[src/rtl/mcseq_pkg.sv]
// mcseq_pkg: shared op/state encodings and field helpers for the microcode sequencer.
package mcseq_pkg;
    localparam int OP_W = 4;
    typedef enum logic [OP_W-1:0] {
        OP_NEXT  = 4'd0,
        OP_JMP   = 4'd1,
        OP_BRC   = 4'd2,
        OP_CALL  = 4'd3,
        OP_RET   = 4'd4,
        OP_LDCNT = 4'd5,
        OP_LOOP  = 4'd6,
        OP_END   = 4'd7
    } op_e;
    typedef enum logic [1:0] {
        ST_IDLE  = 2'd0,
        ST_RUN   = 2'd1,
        ST_FAULT = 2'd2
    } state_e;
    function automatic logic is_ext_op(input logic [OP_W-1:0] op);
        return op[OP_W-1];
    endfunction
endpackage

[src/rtl/mcseq_stack.sv]
// mcseq_stack: DEPTH x W return-address LIFO; sp counts valid entries, top is the newest.
module mcseq_stack #(
    parameter int DEPTH = 4,
    parameter int W     = 7
) (
    input  logic         clk,
    input  logic         reset,
    input  logic         clr,
    input  logic         push,
    input  logic         pop,
    input  logic [W-1:0] din,
    output logic [W-1:0] top,
    output logic         full,
    output logic         empty
);
    localparam int SPW = $clog2(DEPTH + 1);
    localparam int IW  = DEPTH > 1 ? $clog2(DEPTH) : 1;
    logic [SPW-1:0] sp;
    logic [SPW-1:0] sp_m1;
    logic [W-1:0]   mem [DEPTH];
    assign sp_m1 = sp - 1'b1;
    assign full  = sp == SPW'(DEPTH);
    assign empty = sp == '0;
    assign top   = mem[sp_m1[IW-1:0]];
    always_ff @(posedge clk or negedge reset) begin
        if (!reset)
            sp <= '0;
        else if (clr)
            sp <= '0;
        else if (push && !full)
            sp <= sp + 1'b1;
        else if (pop && !empty)
            sp <= sp_m1;
    end
    always_ff @(posedge clk) begin
        if (push && !full)
            mem[sp[IW-1:0]] <= din;
    end
endmodule

[src/rtl/microcode_sequencer.sv]
// microcode_sequencer: fetches uops by PC, executes sequencing ops, issues datapath uops.
// Define MCSEQ_ILLEGAL_TRAP_EN to trap ops 8..15 into FAULT instead of issuing them.
module microcode_sequencer
    import mcseq_pkg::*;
#(
    parameter int UOP_BUF_SIZE  = 128,
    parameter int UOP_BUF_WIDTH = 32,
    parameter int STACK_DEPTH   = 4,
    parameter int NUM_COND      = 8,
    parameter int CNT_W         = 8,
    localparam int ADDR_W       = $clog2(UOP_BUF_SIZE),
    localparam int SEL_W        = $clog2(NUM_COND)
) (
    input  logic                     clk,
    input  logic                     reset,
    input  logic                     start,
    input  logic [ADDR_W-1:0]        entry_addr,
    output logic [ADDR_W-1:0]        uop_addr,
    input  logic [UOP_BUF_WIDTH-1:0] uop,
    input  logic [NUM_COND-1:0]      cond,
    output logic [UOP_BUF_WIDTH-1:0] uop_out,
    output logic                     uop_valid,
    input  logic                     uop_ready,
    output logic                     busy,
    output logic                     fault
);
    state_e              state, state_n;
    logic [ADDR_W-1:0]   pc, pc_n, pc_inc, target, top;
    logic [CNT_W-1:0]    cnt, cnt_n, imm;
    logic [SEL_W-1:0]    sel;
    op_e                 op;
    logic                push, pop, clr, issue, full, empty;
    assign op        = op_e'(uop[UOP_BUF_WIDTH-1 -: OP_W]);
    assign sel       = uop[UOP_BUF_WIDTH-OP_W-1 -: SEL_W];
    assign target    = uop[ADDR_W-1:0];
    assign imm       = uop[CNT_W-1:0];
    assign pc_inc    = pc + 1'b1;
    assign uop_addr  = pc;
    assign uop_out   = uop;
    assign uop_valid = issue;
    assign busy      = state == ST_RUN;
    assign fault     = state == ST_FAULT;
    mcseq_stack #(.DEPTH(STACK_DEPTH), .W(ADDR_W)) u_stack (
        .clk   (clk),
        .reset (reset),
        .clr   (clr),
        .push  (push),
        .pop   (pop),
        .din   (pc_inc),
        .top   (top),
        .full  (full),
        .empty (empty)
    );
    always_ff @(posedge clk or negedge reset) begin
        if (!reset) begin
            state <= ST_IDLE;
            pc    <= '0;
            cnt   <= '0;
        end else begin
            state <= state_n;
            pc    <= pc_n;
            cnt   <= cnt_n;
        end
    end
    always_comb begin
        state_n = state;
        pc_n    = pc;
        cnt_n   = cnt;
        push    = 1'b0;
        pop     = 1'b0;
        clr     = 1'b0;
        issue   = 1'b0;
        case (state)
            ST_IDLE, ST_FAULT: begin
                if (start) begin
                    pc_n    = entry_addr;
                    state_n = ST_RUN;
                    clr     = state == ST_FAULT;
                end
            end
            ST_RUN: begin
                case (op)
                    OP_JMP:   pc_n = target;
                    OP_BRC:   pc_n = cond[sel] ? target : pc_inc;
                    OP_CALL: begin
                        if (full) begin
                            state_n = ST_FAULT;
                        end else begin
                            push = 1'b1;
                            pc_n = target;
                        end
                    end
                    OP_RET: begin
                        if (empty) begin
                            state_n = ST_FAULT;
                        end else begin
                            pop  = 1'b1;
                            pc_n = top;
                        end
                    end
                    OP_LDCNT: begin
                        cnt_n = imm;
                        pc_n  = pc_inc;
                    end
                    OP_LOOP: begin
                        cnt_n = cnt != '0 ? cnt - 1'b1 : cnt;
                        pc_n  = cnt != '0 ? target : pc_inc;
                    end
                    OP_END:   state_n = ST_IDLE;
                    default: begin
`ifdef MCSEQ_ILLEGAL_TRAP_EN
                        if (is_ext_op(op)) begin
                            state_n = ST_FAULT;
                        end else begin
                            issue = 1'b1;
                            pc_n  = uop_ready ? pc_inc : pc;
                        end
`else
                        issue = 1'b1;
                        pc_n  = uop_ready ? pc_inc : pc;
`endif
                    end
                endcase
            end
            default: state_n = ST_IDLE;
        endcase
    end
endmodule

[config.mk]
export PLATFORM = sky130hd
export DESIGN_NAME = microcode_sequencer
export DESIGN_NICKNAME = d
export VERILOG_FILES = /design/src/rtl/mcseq_pkg.sv /design/src/rtl/mcseq_stack.sv /design/src/rtl/microcode_sequencer.sv
export SDC_FILE = /design/constraint.sdc
export NUM_CORES = 1
export LEC_CHECK = 0
export BUFFER_PORTS_ARGS = -buffer_cell sky130_fd_sc_hd__buf_2
export CORE_AREA = 2 2 80 82
export CTS_CLUSTER_DIAMETER = 100
export DETAILED_ROUTE_END_ITERATION = 16
export DIE_AREA = 0 0 82 84
export PLACE_DENSITY_LB_ADDON = 0.2
export SYNTH_ARGS = -nofsm -noshare
export SYNTH_HDL_FRONTEND = slang
export SYNTH_SLANG_ARGS = --single-unit
[constraint.sdc]
create_clock -name clk -period 2.85 [get_ports clk]
set_input_delay 0.855 -clock clk [delete_from_list [all_inputs] [get_ports clk]]
set_output_delay 0.855 -clock clk [all_outputs]
set_load 0.005 [all_outputs]
==> flow_metrics.env <==
export IMPL_ys_warn_count=0
export IMPL_p_per_area_nw_per_um2=831
export IMPL_power_switching_w=0.00102
export IMPL_seq_area_frac_synth_pct=44.6
export IMPL_syn_area_um2=3000
export IMPL_fin_nets=373
export IMPL_areaGrowthSynthToFinish_pct=9.00
export IMPL_clkTransAtPathRegs_ps=90
export IMPL_dieWidth_um=82
export IMPL_syn_avg_cell_area_um2=10.6
export IMPL_fin_crit_ps=2420
export IMPL_start_kind="primary input"
export IMPL_worstPathCellList="buf_2, nor3_1, nor2_1, nor2_1, buf_2"
export IMPL_track_usage_pct=20.2
export IMPL_holdWs_ps=509
export IMPL_drtAntennaViolNets=0
export IMPL_wl_um=6480
export IMPL_crit_path_start="uop[28]"
export IMPL_cts_max_path_buffers=2
export IMPL_use_met2_pct=32.7
export IMPL_grt_max_degree=21
export IMPL_postCtsSetupRepairBufs=0
export IMPL_cts_resized=0
export IMPL_met1_usage_pct=27.8
export IMPL_vias_per_cell=5.61
export IMPL_htree_num_levels=2
export IMPL_root_buffer="clkbuf_8"
export IMPL_place_congestion=0.817
export IMPL_drt_iter0_drc=143
export IMPL_clock_sinks=48
export IMPL_io_buffers=58
export IMPL_slew_violations=0
export IMPL_fin_crit_sh_pct=84.8
export IMPL_hold_buffers=0
export IMPL_finalSetupViolations=0
export IMPL_cap_viol_max_count=0
export IMPL_dp_hpwl_um=4990
export IMPL_finalWorstSetupSlack_ps=432
export IMPL_clk_latency_ps=300
export IMPL_setup_tns_ps=0
export IMPL_synth_top_flop_cell="edfxtp_1"
export IMPL_relSlewSlack_pct=63.7
export IMPL_cts_buffers=5
export IMPL_core_rowCount=29
export IMPL_critPathMaxFanout=13
export IMPL_dp_slack_ps=206
export IMPL_end_kind="primary output"
export IMPL_fmax_mhz=414
export IMPL_worstPathRequired_ps=2000
export IMPL_crit_arrival_ps=1560
export IMPL_critical_path_class="in2out"
export IMPL_r2r_start="cnt[0]"
export IMPL_wl_per_cell_um=16.5
export IMPL_p_leak_nw=1.29
export IMPL_final_cell_mix="58 x buf_2, 28 x edfxtp_1, 22 x nand2_1, 21 x nor2_1"
export IMPL_slowest_delay_ps=270
export IMPL_min_path_type="in2async"
export IMPL_dp_cells=385
export IMPL_firstDrtPassIters=4
export IMPL_finalNonFillerCells=393
export IMPL_mostFrequentLayoutCell="buf_2"
export IMPL_ys_seq_elements=48
export IMPL_grt_pass1_wl_um=10600
export IMPL_die_y_um=84
export IMPL_cp_slowest_cell="nor3_1"
export IMPL_synthArstFlopShare_pct=41.7
export IMPL_outcome="finished, final reports clean"
export IMPL_n_antenna_cell=0
export IMPL_synthCells=283
export IMPL_start_util_pct=49.3
export IMPL_grt_pass1_vias=2165
export IMPL_drive_gt1_share_pct=30.1
export IMPL_p_comb_share_pct=40.8
export IMPL_cts_tree="built"
export IMPL_antenna_found_initial=0
export IMPL_num_vias=2204
export IMPL_tightest_slew_ps=544
export IMPL_placeableCoreArea_um2=6100
export IMPL_ios=93
export IMPL_gr_usage_met3_pct=3.79
export IMPL_dieArea_um2=6890
export IMPL_synth_edff_count=28
export IMPL_synth_nets=341
export IMPL_pwr_share_clk_pct=18.2
export IMPL_skew_ps=8.73
export IMPL_hold_violations=0
export IMPL_ys_types=59
export IMPL_rsz0062_at_grt="no"
export IMPL_drc_errors=0
export IMPL_p_int_w=0.00170
export IMPL_swShare_pct=37.5
export IMPL_grt_overflow=0
export IMPL_pwr_share_seq_pct=41.1
export IMPL_ir_drop_v=0.000385
export IMPL_gr_max_usage_layer="met2"
final timing paths:
kind / cells past startpoint / slack, ps / to
hold reg to reg: 1 / 530 / state[1]
setup reg to reg: 8 / 680 / uop_addr[5]
hold / removal: 1 / 510 / cnt[6]
max in group asynchronous: 1 / 2000 / uop_addr[5]
min in group clk: 1 / 530 / state[1]
setup / recovery: 5 / 430 / uop_valid
cell type report:
cell class / instances / area (um2)
Clock buffer: 5 / 68.8
Clock inverter: 3 / 42.5
Fill cell: 560 / 2820
Inverter: 7 / 26.3
Multi-Input combinational cell: 185 / 1330
Sequential cell: 48 / 1340
Tap cell: 77 / 96.3
Timing Repair Buffer: 68 / 365
synth_stat cells, drive strengths merged, types with 2 or more instances:
cell type	number	area share, %
a2111oi	3	1.7
nor4	4	1.0
xnor2	5	1.5
nor3b	2	0.50
nor2	21	2.6
xor2	2	0.58
nor2b	5	1.0
dfrtp	20	17
o21ai	19	3.3
o22ai	2	0.42
nand2b	8	1.7
mux2i	3	1.1
ha	7	2.9
and3	2	0.42
edfxtp	28	28
nand2	22	2.7
inv	7	0.87
mux4	7	5.2
a22oi	2	0.50
and2	3	0.62
o31ai	3	1.2
clkbuf	3	0.37
nand3	5	0.83
a221oi	3	1.1
o2111ai	5	1.5
or3	2	0.42
mux2	2	0.75
o211ai	3	0.75
a21oi	21	3.6
buf	40	9.7
nor3	8	1.3
critical path: cells and delay by family:
family / cells / cell delay, ps
buffers and inverters: 2 / 290
AND/OR/NAND/NOR: 3 / 410
kinds of logic after synthesis:
family / count (synthesis) / synth area share [%]
AND/OR/NAND/NOR: 87 / 15.2
XOR/XNOR: 7 / 2.04
buffers and inverters: 50 / 11.0
adder cells (fa/ha/maj): 7 / 2.92
AO/OA/AOI/OAI: 72 / 17.1
flip-flops: 48 / 44.6
multiplexers: 12 / 7.12
flip-flops by register name, indices dropped and copies added, names as in the netlist:
name	cells
cnt	8
u_stack.mem	28
u_stack.sp	3
state	2
uop_addr	7
power groups by stage:
stage          sequential, W  clock [W]  combinational [W]
5_1_grt              0.00114   0.000531            0.00122
6_report             0.00112   0.000494            0.00111
3_5_place_dp         0.00113          0            0.00111
4_1_cts              0.00111   0.000504            0.00112
3_3_place_gp         0.00113          0            0.00110
2_1_floorplan        0.00110          0           0.000802
stage by stage:
step	power, W	instance area (um2)	util, %
6_report	0.00272	3270	53.7
4_1_cts	0.00274	3270	53.7
3_5_place_dp	0.00224	3160	51.9
5_1_grt	0.00289	3270	53.7
2_1_floorplan	0.00190	3000	-
3_3_place_gp	0.00223	3160	51.9
layer usage:
| metal | up-vias | part of all wire (%) |
|---|---|---|
| li1 | 1091 | - |
| met5 | - | 0 |
| met4 | 0 | 1.1 |
| met1 | 1044 | 46 |
| met3 | 8 | 4.3 |
| met2 | 61 | 49 |
(Power assumes the default switching activity.)
